$ cat config.mk
export PLATFORM = sky130hd
export DESIGN_NAME = sqrt_reconstruct_seq
export DESIGN_NICKNAME = d
export VERILOG_FILES = /design/src/rtl/sqrt_pkg.sv /design/src/rtl/sqrt_reconstruct_seq.sv
export SDC_FILE = /design/constraint.sdc
export NUM_CORES = 1
export LEC_CHECK = 0
export BUFFER_PORTS_ARGS = -buffer_cell sky130_fd_sc_hd__buf_2
export CELL_PAD_IN_SITES_DETAIL_PLACEMENT = 1
export CELL_PAD_IN_SITES_GLOBAL_PLACEMENT = 1
export CORE_MARGIN = 2
export CORE_UTILIZATION = 30
export CTS_BUF_LIST = sky130_fd_sc_hd__clkbuf_16
export DETAILED_ROUTE_END_ITERATION = 8
export PLACE_DENSITY_LB_ADDON = 0.15
export SLEW_MARGIN = 20
export SYNTH_ARGS = -nofsm -noshare
export SYNTH_HDL_FRONTEND = slang
export SYNTH_SLANG_ARGS = --single-unit
$ cat constraint.sdc
create_clock -name clk -period 8.6 [get_ports clk]
set_clock_uncertainty 0.2 [all_clocks]
set_input_delay 0.43 -clock clk [delete_from_list [all_inputs] [get_ports clk]]
set_output_delay 0.43 -clock clk [all_outputs]
set_load 0.03 [all_outputs]
$ cat src/rtl/sqrt_pkg.sv
// Shared constants and types for the square-root reconstruction stage.
//   SQRT_QW : root width
//   SQRT_RW : remainder width (QW+1)
//   SQRT_DW : radicand width (2*QW)
//   SQRT_AW : accumulator width (DW+2, wide enough for Q*Q + R without wrap)
//   SQRT_CW : bit-position counter width
package sqrt_pkg;

    localparam int unsigned SQRT_QW = 16;
    localparam int unsigned SQRT_RW = SQRT_QW + 1;
    localparam int unsigned SQRT_DW = 2 * SQRT_QW;
    localparam int unsigned SQRT_AW = SQRT_DW + 2;
    localparam int unsigned SQRT_CW = $clog2(SQRT_QW);

    typedef enum logic [1:0] {
        ST_IDLE,
        ST_BUSY,
        ST_DONE
    } sqrt_rec_state_t;

endpackage : sqrt_pkg

$ cat src/rtl/sqrt_reconstruct_seq.sv
// Sequential radicand reconstruction: D = Q*Q + R using a radix-2 shift-add
// squarer that retires one multiplier bit per clock.
//
// Optional feature macro: SQRT_RANGE_CHECK_EN
//   defined   : out_err flags an illegal pair (R > 2*Q), captured at accept
//   undefined : no comparator, out_err is constant 0
//
// Ports
//   clk        clock, rising edge
//   rst        asynchronous active-high reset
//   in_valid   Q/R pair offered
//   in_ready   pair can be accepted (IDLE only)
//   in_q       root (QW bits)
//   in_r       remainder (RW bits)
//   out_valid  result held valid
//   out_ready  downstream accepts result
//   out_d      low DW bits of Q*Q + R
//   out_ovf    Q*Q + R does not fit in DW bits
//   out_err    illegal pair flag
module sqrt_reconstruct_seq
    import sqrt_pkg::*;
(
    input  logic               clk,
    input  logic               rst,
    input  logic               in_valid,
    output logic               in_ready,
    input  logic [SQRT_QW-1:0] in_q,
    input  logic [SQRT_RW-1:0] in_r,
    output logic               out_valid,
    input  logic               out_ready,
    output logic [SQRT_DW-1:0] out_d,
    output logic               out_ovf,
    output logic               out_err
);

    localparam int unsigned QW = SQRT_QW;
    localparam int unsigned DW = SQRT_DW;
    localparam int unsigned AW = SQRT_AW;
    localparam int unsigned CW = SQRT_CW;

    sqrt_rec_state_t state;
    sqrt_rec_state_t state_nxt;

    logic [QW-1:0] mcand;
    logic [QW-1:0] mplr;
    logic [AW-1:0] acc;
    logic [CW-1:0] cnt;

    logic          accept;
    logic          last_bit;
    logic          load_out;
    logic          in_ready_nxt;
    logic          out_valid_nxt;
    logic          err_c;
    logic [AW-1:0] addend;
    logic [AW-1:0] acc_sum;

    assign accept   = (state == ST_IDLE) && in_valid;
    assign last_bit = (cnt == CW'(QW - 1));

    // Illegal-pair detection, evaluated on the offered pair at accept
`ifdef SQRT_RANGE_CHECK_EN
    always_comb begin
        err_c = (in_r > {in_q, 1'b0});
    end
`else
    always_comb begin
        err_c = 1'b0;
    end
`endif

    // State register
    always_ff @(posedge clk or posedge rst) begin
        if (rst) begin
            state <= ST_IDLE;
        end else begin
            state <= state_nxt;
        end
    end

    // Next-state logic
    always_comb begin
        state_nxt = state;
        case (state)
            ST_IDLE: if (in_valid)  state_nxt = ST_BUSY;
            ST_BUSY: if (last_bit)  state_nxt = ST_DONE;
            ST_DONE: if (out_ready) state_nxt = ST_IDLE;
            default:                state_nxt = ST_IDLE;
        endcase
    end

    // Output decode; handshake flags follow the state being entered so they
    // can be registered without adding a cycle
    always_comb begin
        in_ready_nxt  = 1'b0;
        out_valid_nxt = 1'b0;
        load_out      = 1'b0;
        case (state_nxt)
            ST_IDLE: in_ready_nxt  = 1'b1;
            ST_DONE: out_valid_nxt = 1'b1;
            default: ;
        endcase
        if ((state == ST_BUSY) && (state_nxt == ST_DONE)) begin
            load_out = 1'b1;
        end
    end

    // Shift-add step: add the multiplicand weighted by the current bit position
    always_comb begin
        addend  = mplr[0] ? (AW'(mcand) << cnt) : '0;
        acc_sum = acc + addend;
    end

    // Datapath registers
    always_ff @(posedge clk or posedge rst) begin
        if (rst) begin
            mcand <= '0;
            mplr  <= '0;
            acc   <= '0;
            cnt   <= '0;
        end else if (accept) begin
            mcand <= in_q;
            mplr  <= in_q;
            acc   <= AW'(in_r);
            cnt   <= '0;
        end else if (state == ST_BUSY) begin
            acc   <= acc_sum;
            mplr  <= mplr >> 1;
            cnt   <= cnt + CW'(1);
        end
    end

    // Registered outputs; result fields are captured on the final BUSY edge
    // and held until the next pair completes
    always_ff @(posedge clk or posedge rst) begin
        if (rst) begin
            in_ready  <= 1'b1;
            out_valid <= 1'b0;
            out_d     <= '0;
            out_ovf   <= 1'b0;
            out_err   <= 1'b0;
        end else begin
            in_ready  <= in_ready_nxt;
            out_valid <= out_valid_nxt;
            if (load_out) begin
                out_d   <= acc_sum[DW-1:0];
                out_ovf <= |acc_sum[AW-1:DW];
            end
            if (accept) begin
                out_err <= err_c;
            end
        end
    end

endmodule : sqrt_reconstruct_seq

# Yosys cells after proc, flatten, opt, wreduce, memory -nomap -nowiden
# Cells that the tools add are included.
[word_totals]
register_bits = 107
in_bits = 37
output_inout_bits = 36
word_cells = 36
[op_classes]
addsub = 2
n_eq_ne = 4
shift = 1
mux = 14
reduce_logical = 6
[ops]
columns = ["operator", "count"]
rows = [
  ["34-bit two-way mux", 3],
  ["34-bit adder", 1],
  ["16-bit by 4-bit left shift with 34-bit output", 1],
  ["16-bit two-way mux", 2],
  ["4-bit two-way mux", 2],
  ["2-bit two-way mux", 3],
  ["2-bit case mux with 3 select lines", 1],
  ["4-bit by 1-bit adder with 4-bit output (second input constant)", 1],
  ["2-bit equality test (second input constant)", 2],
  ["4-bit equality test (second input constant)", 1],
  ["2-bit zero test", 2],
  ["1-bit two-way mux", 3],
  ["2-bit by 1-bit equality test with 1-bit output (second input constant)", 1],
  ["1-bit logical AND", 2],
  ["2-bit nonzero test", 1],
  ["2-bit OR reduction", 1],
]

# Depth between registers and ports, before layout
# Gate-level depths: netlist of the first run.
[logic_depth]
word_depth = 6
ltp_mapped = 18
depth_no_buf = 16

# Least setup slack after synthesis of the first run
# Ideal clock, no wire load.
[synth_path]
kind = "register -> register"
startpoint = "reg cnt[0]"
endpoint = "reg out_d[29]"
setup_time_ps = 125
arrival_time_ps = 3572
required_ps = 8275
setup_slack_ps = 4704
stages_incl_launch_ff = 16
n_path_buf = 2
synth_period_minus_slack_ps = 3896
cell_sequence = "dfrtp_1 buf_1 mux4_2 mux2i_1 nand2_1 and3_1 ha_1 buf_2 and3_4 and3_4 o2111ai_1 and2b_4 a31oi_4 a31oi_1 xnor2_1 mux2_2"
[synth_via]
elab_chain_len = 6
elab_cells_between_ends = 9
cone_classes = "1 x add/sub; 2 x eq/ne; 1 x shift; 4 x mux; 1 x reduce/logical"
[synth_rtl]
columns = ["element", "line_no", "source"]
rows = [
  ["start: declaration", "sqrt_reconstruct_seq.sv:47", "logic [CW-1:0] cnt;"],
  ["start signal: assignment", "sqrt_reconstruct_seq.sv:129", "cnt <= cnt + CW'(1);"],
  ["branches (longest 6 deep; another with 34-bit adder)", "--", ""],
  ["end signal: assignment", "sqrt_reconstruct_seq.sv:146", "out_d <= acc_sum[DW-1:0];"],
  ["end: declaration", "sqrt_reconstruct_seq.sv:31", "output logic [SQRT_DW-1:0] out_d,"],
]
# Parallel ways; which one is timed is not known.
# A chain may end at the register's enable or synchronous reset.

# Worst setup path after layout of the first run
[layout_path]
startpoint = "reg cnt[2]"
endpoint = "reg out_d[29]"
# Same word-level chain as after synthesis.

==> results.py, run 1 <==
metrics = {
    "run_status": {
        "outcome": "finished, final reports clean",
    },
    "synth": {
        "async_flop_share_pct": 100,
        "yosys_warnings": 0,
        "synthDistinctLibCells": 72,
        "yosys_register_bits": 107,
        "postSynthCellCount": 771,
        "netlist_area_sq_um": 7060,
        "syn_avg_cell_area_sq_um": 9.16,
        "ys.flop_type": "dfrtp_1",
        "synth.yosys.seq_area_share_pct": 37.9,
        "synth_edf_count": 0,
        "synth.net_count": 841,
    },
    "pwr": {
        "total_power_mw": 3.05,
        "cellPowerDensity_nw_per_um2": 381,
        "p_leak_nw": 3.72,
        "peakVddDrop_uv": 121,
    },
    "global_route": {
        "track_usage_pct": 19.4,
        "grt_pass1_vias": 6444,
        "grt_antenna_before_repair": 0,
        "grt_pass1_wl_microns": 36800,
        "grt_max_degree": 68,
        "grt-ovfl-total": 0,
    },
    "timing": {
        "slew_headroom_pct": 34.5,
        "period_needed_ns": 4.78,
        "fin_crit_sh_pct": 55.6,
        "setup_viol": 0,
        "hold_violations": 0,
        "fmax_mhz": 209,
        "drv_slew": 0,
        "grt_setup_unrepaired": "false",
        "hold_slack_ns": 0.106,
        "setup_tns_ns": 0,
        "worst_pin_slew_ns": 0.983,
    },
    "die": {
        "die-area_sq_um": 24800,
        "row_count": 56,
        "start_util_pct": 30.3,
        "core_sq_um": 23300,
        "die_height_microns": 157,
        "die_w_microns": 157,
        "ioPinCount": 73,
    },
    "drt": {
        "viasPerCell": 5.23,
        "drt-pass1-iter-count": 4,
        "routedWlPerCell_microns": 20.1,
        "ant_nets": 0,
        "vias": 5949,
        "wl_microns": 22900,
        "drcViolationCount": 0,
        "drt_iter0_markers": 270,
    },
    "placement": {
        "dp_cells": 1121,
        "dp_hpwl_microns": 17200,
        "portBuffers": 71,
        "gp_congestion": 0.838,
    },
    "finish": {
        "antennaDiodeCount": 0,
        "layout.nets": 884,
        "instances_no_fill": 1138,
        "area_growth_pct": 13.4,
        "drive_gt1_share_pct": 19.5,
        "post-route-util_pct": 34.4,
        "fillers": 2749,
    },
    "setup_path": {
        "crit_arrival_ns": 4.83,
        "path_buf_inv": 1,
        "worstSetupEndpointType": "register",
        "path_cells": "inv_1 > nor2_1 > a21oi_1 > and2_1 > a211oi_1 > ha_1 > nand2_1 > nor3_1 > and4_1 > o21ai_2 > a31oi_4 > a31oi_1 > xnor2_1 > mux2_2",
        "cp_top_family": "simple AND/OR/NAND/NOR gates",
        "slowest_delay_ns": 0.99,
        "crit_type": "reg -> reg",
        "critPathRequiredTime_ns": 8.66,
        "crit_fanout": 29,
        "startpoint_type": "register",
        "reg2regPathDepth": 14,
        "slowest_stage": "dfrtp_1",
        "path_depth": 14,
    },
    "flow_run": {
        "drv_cap": 0,
    },
    "cts": {
        "htreeDepth": 3,
        "cts_inserted_buffers": 9,
        "cts_tree": "built",
        "clockBufferDepth": 2,
        "clkTransAtPathRegs_ns": 0.09,
        "cts_sinks": 107,
        "clock_latency_ns": 0.38,
        "cts_resized": 0,
        "root_buffer": "clkbuf_16",
    },
    "hold_path": {
        "hp-class": "in -> reg",
        "whs_path_depth": 2,
    },
}
==> cells in the final DEF (no fill, tap or decap), drive strengths merged, types with 21 or more instances in the layout <==
| cell type | Yosys | final |
|---|---|---|
| a21o | 21 | 21 |
| a21oi | 53 | 53 |
| a22oi | 24 | 24 |
| buf | 10 | 78 |
| dfrtp | 106 | 106 |
| ha | 32 | 32 |
| inv | 19 | 22 |
| mux2 | 37 | 37 |
| nand2 | 94 | 94 |
| nor2 | 58 | 58 |
| nor2b | 21 | 21 |
| o21ai | 61 | 61 |
==> synth_stat cells (4+ instances only) <==
cell	n	area, sq um
mux4_2	4	90.1
o31ai_1	4	30.0
xnor2_1	19	166
a22o_1	13	114
nand4_1	7	43.8
or2_2	4	25.0
a32oi_1	4	35.0
a21oi_1	53	265
a22oi_1	24	180
o21a_1	5	37.5
and2_1	9	56.3
nor3_1	12	60.1
nor2_1	58	218
a31oi_1	4	25.0
o21ai_0	58	290
mux2_2	37	417
o22ai_1	4	25.0
a211oi_1	11	82.6
nand3_1	7	35.0
dfrtp_1	106	2650
buf_2	5	25.0
ha_1	32	400
xor2_1	9	78.8
o21bai_1	7	52.6
inv_1	19	71.3
clkbuf_1	37	139
nand2_1	94	353
a21o_1	21	158
mux2i_1	20	200
nor2b_1	21	131
==> sequential cells by signal (all words and copies together), names as in the netlist <==
signal,cells
acc,34
out_d,32
mcand,16
mplr,16
cnt,4
state,2
in_ready,1
out_ovf,1
out_valid,1
==> layer usage <==
layer  up-vias  wire length, microns  track usage (%)
met3        13                   643             2.26
li1       2874                     -                -
met2        79                 11400             33.5
met5         -                     0                0
met4         0                   240             4.37
met1      2983                 10500             25.9
==> logic make-up (layout without fill, tap and decap cells) <==
kind of cell               count (synthesis)  in the layout  share of synthesized area [%]
muxes                                     61             61                           10.0
DFF                                      107            107                           37.9
other                                      1              1                         0.0531
and+or+nand+nor                          231            231                           15.1
adders and majority gates                 33             33                           5.96
AOI/OAI and AO/OA                        243            243                           23.6
buffers and inverters                     67            115                           3.81
xor gates and xnor gates                  28             28                           3.47
==> worst register-to-register path, stage by stage, from the launching register on <==
cell      delay (ns)
dfrtp_1         0.99
inv_1           0.43
nor2_1          0.20
a21oi_1         0.07
and2_1          0.19
a211oi_1        0.37
ha_1            0.39
nand2_1         0.19
nor3_1          0.39
and4_1          0.28
o21ai_2         0.09
a31oi_4         0.30
a31oi_1         0.16
xnor2_1         0.17
mux2_2          0.27
==> stage by stage <==
step,instance area (sq um),setup slack [ns]
5_1_grt,8000,3.51
4_1_cts,8000,3.74
3_3_place_gp,7680,3.89
3_5_place_dp,7680,3.80
2_1_floorplan,7060,4.70
6_report,8000,3.82
==> power by group <==
group / switching (mW) / internal [mW]
Clock: 0.231 / 0.209
Sequential: 0.233 / 0.704
Combinational: 1.02 / 0.654
Total: 1.49 / 1.57
==> cell type report <==
class / count / area [sq um] / share of cell area (%)
inverter: 20 / 77.6 / 0.969
multi-input combinational: 597 / 4120 / 51.5
clock buffer: 9 / 225 / 2.81
sequential: 107 / 2680 / 33.5
clock inverter: 7 / 80.1 / 1.00
tap: 319 / 399 / 4.99
timing repair buffer: 79 / 418 / 5.22
==> repair_timing <==
item,4_1_cts,5_1_grt
hold buffers,1,0
buffers inserted,0,0
endpoints found under the hold margin,40,0
==> path summary, 6_finish.rpt <==
kind,to,from,slack (ns)
max,out_d[29]$_DFFE_PP0P_,cnt[2]$_DFFE_PP0P_,3.82
min in group asynchronous,out_d[4]$_DFFE_PP0P_,rst,0.44
min reg2reg,out_d[17]$_DFFE_PP0P_,out_d[17]$_DFFE_PP0P_,0.27
max reg2reg,out_d[29]$_DFFE_PP0P_,cnt[2]$_DFFE_PP0P_,3.82
max in group asynchronous,cnt[0]$_DFFE_PP0P_,rst,6.41
min,mcand[11]$_DFFE_PP0P_,in_q[11],0.11
Note: power is estimated with default switching activity, not from simulation.
==> run 2, diff against run 1 <==
- ABC_AREA: unset -> 1
- clock period: 8.6 -> 4.6 ns (I/O delays scaled with it)
==> results.py, run 2 <==
metrics = {
    "synth": {
        "ys.flop_type": "dfrtp_1",
        "synth_top_area_share_pct": 36.2,
        "yosysMostFrequentCell": "nand2_1",
        "synth.yosys.seq_area_share_pct": 36.6,
        "synth_common_cells": "379 x nand2_1, 118 x inv_1, 106 x dfrtp_1",
        "async_flop_share_pct": 100,
        "yosys_warnings": 0,
        "yosys_register_bits": 107,
        "syn_avg_cell_area_sq_um": 6.73,
        "synth_area_leaders": "dfrtp_1 36%, nand2_1 19%, o21ai_0 6.6%, inv_1 6.1%, ha_1 5.5%",
        "synth.net_count": 1157,
        "postSynthCellCount": 1087,
        "synthDistinctLibCells": 41,
        "netlist_area_sq_um": 7320,
        "synth_edf_count": 0,
        "yosys.area.top_type": "dfrtp_1",
    },
    "die": {
        "start_util_pct": 30.4,
        "die_w_microns": 160,
        "ioPinCount": 73,
        "core_sq_um": 24100,
        "die_height_microns": 160,
        "die-area_sq_um": 25700,
        "row_count": 57,
    },
    "timing": {
        "period_needed_ns": 3.94,
        "hold_slack_ns": 0.0244,
        "fmax_mhz": 254,
        "setup_tns_ns": 0,
        "grt_setup_unrepaired": "false",
        "fin_crit_sh_pct": 85.7,
        "hold_violations": 0,
        "setup_viol": 0,
        "slew_headroom_pct": 38.1,
        "worst_pin_slew_ns": 0.929,
        "layout_setup_ws_ns": 0.659,
        "drv_slew": 0,
    },
    "setup_path": {
        "cp_common_cell": "nand2_1",
        "crit_fanout": 35,
        "path_cells": "o21ai_0 > o21ai_0 > inv_1 > o21ai_0 > o22ai_1 > ha_1 > a21oi_1 > nand2_1 > a21oi_1 > nand2_2 > nand2_1 > nand2_1 > nand2_1 > nand3_1 > nor2_1 > nor2_1",
        "critPathRequiredTime_ns": 4.66,
        "r2r-start": "cnt[0]$_DFFE_PP0P_",
        "startpoint_type": "register",
        "setup.worst_path.start": "cnt[0]$_DFFE_PP0P_",
        "crit_arrival_ns": 4.00,
        "reg2regPathDepth": 16,
        "slowest_delay_ns": 0.91,
        "crit_type": "reg -> reg",
        "reg2reg_setup_slack_ns": 0.66,
        "slowest_stage": "dfrtp_1",
        "r2r-end": "out_ovf$_DFFE_PP0P_",
        "worstSetupEndpointType": "register",
    },
    "global_route": {
        "grt-ovfl-total": 0,
        "grt_pass1_vias": 7179,
        "track_usage_pct": 19.3,
        "grt_antenna_before_repair": 0,
        "grt_max_degree": 71,
        "grt_pass1_wl_microns": 39500,
    },
    "pwr": {
        "seqPwrFrac_pct": 24.0,
        "pwr-share-comb_pct": 64.8,
        "p_leak_nw": 4.49,
        "cellPowerDensity_nw_per_um2": 850,
        "p_switching_mw": 3.97,
        "switching_share_pct": 54.8,
        "peakVddDrop_uv": 292,
        "total_power_mw": 7.24,
        "clkPwrFrac_pct": 11.1,
        "p_int_mw": 3.27,
    },
    "cts": {
        "cts_tree": "built",
        "clockBufferDepth": 2,
        "htreeDepth": 3,
        "clock_latency_ns": 0.37,
        "clkTransAtPathRegs_ns": 0.08,
        "root_buffer": "clkbuf_16",
        "cts_inserted_buffers": 9,
        "cts_sinks": 107,
    },
    "finish": {
        "reg_top3": "acc: 34 flops, out_d: 32 flops",
        "layout.nets": 1233,
        "largest_reg_flops": 34,
        "area_growth_pct": 16.3,
        "layout_common_cells": "379 x nand2_1, 117 x inv_1, 106 x dfrtp_1",
        "mostFrequentLayoutCell": "nand2_1",
        "antennaDiodeCount": 0,
        "finalInstanceArea_sq_um": 8510,
        "drive_gt1_share_pct": 11.2,
        "top_register": "acc",
    },
    "drt": {
        "drcViolationCount": 0,
        "wl_microns": 24100,
        "drt_iter0_markers": 252,
        "drt-pass1-iter-count": 5,
        "viasPerCell": 4.72,
        "vias": 7039,
        "ant_nets": 0,
        "routedWlPerCell_microns": 16.2,
    },
    "placement": {
        "place_ws_ns": 0.610,
        "placed_area_sq_um": 7920,
        "dp_hpwl_microns": 18500,
        "portBuffers": 71,
        "gp_congestion": 0.882,
    },
    "hold_path": {
        "whs_path_depth": 3,
        "whs_endpoint": "acc[9]$_DFFE_PP0P_",
        "hold_path_startpoint": "in_r[9]",
        "hp-class": "in -> reg",
    },
    "run_status": {
        "outcome": "finished, final reports clean",
    },
    "flow_run": {
        "drv_cap": 0,
    },
}
[run 2: changes by cell type in the layout (fill, tap and decap cells not counted), sizes merged, moves of 21 or more]
cell         delta
nand3          +52
nor2           +41
mux2           -37
nor2b          -21
a22oi          -22
nand2         +298
dlygate4sd3    +29
inv           +105
o21ai          +45
[run 2: repair_timing]
action / in CTS / in global routing
hold endpoints to repair: 100 / 0
hold buffers: 30 / 0
gates resized for setup: 0 / 0
buffers inserted: 0 / 0
[run 2: layout make-up]
| class | instances | area (sq um) |
|---|---|---|
| clock inverter | 7 | 68.8 |
| sequential | 107 | 2680 |
| fill | 3159 | 15600 |
| multi-input combinational | 814 | 3960 |
| tap | 324 | 405 |
| timing repair buffer | 108 | 708 |
| inverter | 123 | 464 |
| clock buffer | 9 | 225 |
[run 2: power groups by stage]
stage	combinational [mW]	clock (mW)	sequential [mW]
floorplan	3.25	0	1.88
global placement	4.64	0	1.76
detailed placement	4.71	0	1.76
CTS	4.76	0.836	1.75
global route	5.36	0.861	1.82
finish	4.69	0.806	1.74
[run 2: logic make-up (layout without fill, tap and decap cells)]
family	count (synthesis)	after routing	synth area share [%]
simple gates	578	578	32.7
compound gates	185	185	13.6
buf+inv	166	247	9.27
flops	107	107	36.6
fa+ha+maj	33	33	5.74
xor+xnor	16	16	1.91
other cells	1	1	0.0512
mux	1	1	0.137
[run 2: worst max-delay path by stage]
stage	end	slack, ns
after floorplan	acc[0]$_DFFE_PP0P_	1.35
after global placement	out_ovf$_DFFE_PP0P_	0.64
after detailed placement	out_ovf$_DFFE_PP0P_	0.61
after CTS	out_ovf$_DFFE_PP0P_	0.60
after global routing	acc[22]$_DFFE_PP0P_	0.12
final	out_ovf$_DFFE_PP0P_	0.66
[run 2: routing by layer]
layer	wire length, microns	global-route usage (%)	vias to the layer above
met5	0	0	-
met3	606	1.77	9
li1	-	-	3605
met1	12700	28.4	3330
met2	10600	31.0	95
met4	204	4.05	0
[run 2: worst max-delay path: cells and delay by family, from the launching register on]
kind,cells,cell delay (ns)
DFF,1,0.91
buffers and inverters,1,0.09
and+or+nand+nor,8,0.75
adders and majority gates,1,0.39
AOI/OAI and AO/OA,6,1.51
[run 2: per-stage QoR]
step | util, % | instances
after CTS | 35.3 | 1492
after global placement | 32.8 | 1446
after detailed placement | 32.8 | 1446
final | 35.3 | 1492
after global routing | 35.3 | 1492
after floorplan | - | 1087
==> run 3, diff against run 2 <==
- MAX_ROUTING_LAYER: unset -> met4
- RECOVER_POWER: unset -> 50
==> results.py, run 3 (synthesis results as in run 2) <==
metrics = {
    "setup_path": {
        "reg2reg_setup_slack_ns": 0.64,
        "path_buf_inv": 2,
        "cp_common_cell": "nand2_1",
        "slowest_stage": "dfrtp_1",
        "path_cells": "buf_4 > nand2_1 > o21ai_0 > inv_1 > nand2_1 > o21ai_0 > or2_2 > o22ai_1 > ha_1 > a21oi_1 > nand2_1 > a21oi_1 > a21oi_1 > o21ai_0 > nand4_1 > nand2_1",
        "cp_top_family": "compound AO/OA/AOI/OAI gates",
        "crit_fanout": 25,
        "worstSetupEndpointType": "register",
        "crit_type": "reg -> reg",
        "crit_arrival_ns": 4.08,
        "startpoint_type": "register",
        "slowest_delay_ns": 0.73,
        "critPathRequiredTime_ns": 4.72,
    },
    "timing": {
        "setup_tns_ns": 0,
        "fmax_mhz": 252,
        "drv_slew": 71,
        "worst_pin_slew_ns": 2.82,
        "grt_setup_unrepaired": "false",
        "fin_crit_sh_pct": 86.1,
        "setup_viol": 0,
        "layout_setup_ws_ns": 0.637,
        "period_needed_ns": 3.96,
        "hold_slack_ns": -0.00268,
        "slew_headroom_pct": -87.9,
        "hold_violations": 2,
    },
    "die": {
        "die-area_sq_um": 25700,
        "core_sq_um": 24100,
        "die_w_microns": 160,
        "ioPinCount": 73,
        "row_count": 57,
        "start_util_pct": 30.4,
        "die_height_microns": 160,
    },
    "pwr": {
        "seqPwrFrac_pct": 24.2,
        "peakVddDrop_uv": 323,
        "p_int_mw": 3.22,
        "switching_share_pct": 55.5,
        "p_leak_nw": 4.35,
        "cellPowerDensity_nw_per_um2": 861,
        "clkPwrFrac_pct": 11.5,
        "total_power_mw": 7.25,
        "pwr-share-comb_pct": 64.3,
        "p_switching_mw": 4.02,
    },
    "finish": {
        "finalInstanceArea_sq_um": 8420,
        "mostFrequentLayoutCell": "nand2_1",
        "antennaDiodeCount": 0,
        "reg_top3": "acc: 34 flops, out_d: 32 flops",
        "layout_common_cells": "379 x nand2_1, 118 x inv_1, 106 x dfrtp_1",
        "layout.nets": 1228,
        "largest_reg_flops": 34,
        "top_register": "acc",
        "drive_gt1_share_pct": 8.08,
        "post-route-util_pct": 34.9,
        "area_growth_pct": 15.0,
    },
    "global_route": {
        "track_usage_pct": 20.3,
        "grt_max_degree": 71,
        "grt_pass1_wl_microns": 39900,
        "grt_antenna_before_repair": 0,
        "grt-ovfl-total": 0,
        "grt_pass1_vias": 7219,
    },
    "cts": {
        "clockBufferDepth": 2,
        "root_buffer": "clkbuf_16",
        "htreeDepth": 3,
        "cts_sinks": 107,
        "clkTransAtPathRegs_ns": 0.09,
        "clock_latency_ns": 0.38,
        "cts_tree": "built",
        "cts_inserted_buffers": 9,
        "post_cts_buffers": 0,
    },
    "drt": {
        "viasPerCell": 4.72,
        "ant_nets": 0,
        "vias": 7014,
        "wl_microns": 24300,
        "drcViolationCount": 0,
        "drt_iter0_markers": 366,
        "drt-pass1-iter-count": 4,
        "routedWlPerCell_microns": 16.4,
    },
    "flow_run": {
        "drv_cap": 1,
    },
    "placement": {
        "placed_area_sq_um": 7910,
        "dp_hpwl_microns": 18600,
        "place_ws_ns": 0.703,
        "gp_congestion": 0.910,
        "portBuffers": 71,
    },
    "hold_path": {
        "hp-class": "in -> reg",
    },
    "run_status": {
        "outcome": "finished, violations left",
        "violations": "negative hold slack, max-capacitance violations, max-slew violations",
    },
}
-- run 3: changes by cell type in the layout (fill, tap and decap cells not counted), sizes merged --
cell,delta
buf,-36
clkbuf,+35
clkinv,+2
clkinvlp,-1
dlygate4sd3,-4
inv,-1
-- run 3: tightest hold or removal path: cells and delay by family --
family                 cells  cell delay (ns)
buffers and inverters      1             0.08
AO/OA/AOI/OAI              2             0.21
-- run 3: power groups by stage --
| stage | Clock, mW | Sequential, mW | Combinational [mW] |
|---|---|---|---|
| 6_report | 0.833 | 1.75 | 4.66 |
| 5_1_grt | 0.877 | 1.83 | 5.33 |
| 4_1_cts | 0.845 | 1.76 | 4.74 |
| 3_5_place_dp | 0 | 1.77 | 4.70 |
| 3_3_place_gp | 0 | 1.76 | 4.65 |
| 2_1_floorplan | 0 | 1.88 | 3.25 |
-- run 3: timing repair --
item	4_1_cts	5_1_grt
hold buffers	26	0
endpoints found under the hold margin	96	0
resized for setup	0	0
-- run 3: through the flow --
step | hold WS (ns) | cells
final | -0.00268 | 1487
after global routing | 0.0170 | 1487
after CTS | 0.000902 | 1487
after detailed placement | 0.243 | 1445
after global placement | 0.247 | 1445
after floorplan | 0.125 | 1087
-- run 3: cell type report --
| cell class | instances | area, sq um |
|---|---|---|
| flip-flops and latches | 107 | 2680 |
| inverters | 123 | 462 |
| fillers | 3138 | 15700 |
| multi-input cells | 814 | 3960 |
| clock inverters | 7 | 68.8 |
| clock buffers | 9 | 225 |
| repair buffers | 103 | 617 |
| well taps | 324 | 405 |
-- run 3: metal layers --
layer / wire [microns] / vias up / track usage (%)
li1: - / 3609 / -
met1: 12800 / 3310 / 29.0
met4: 193 / 0 / 3.44
met2: 10700 / 83 / 31.4
met3: 650 / 12 / 2.34
met5: 0 / - / -
-- run 3: worst paths after layout --
| path | start | end | cells after the start |
|---|---|---|---|
| max in group asynchronous | rst | acc[30]$_DFFE_PP0P_ | 4 |
| hold reg to reg | out_d[10]$_DFFE_PP0P_ | out_d[10]$_DFFE_PP0P_ | 2 |
| setup reg to reg | cnt[0]$_DFFE_PP0P_ | out_d[24]$_DFFE_PP0P_ | 16 |
| setup / recovery | cnt[0]$_DFFE_PP0P_ | out_d[24]$_DFFE_PP0P_ | 16 |
| min in group asynchronous | rst | acc[2]$_DFFE_PP0P_ | 3 |
| hold / removal | in_r[6] | acc[6]$_DFFE_PP0P_ | 3 |
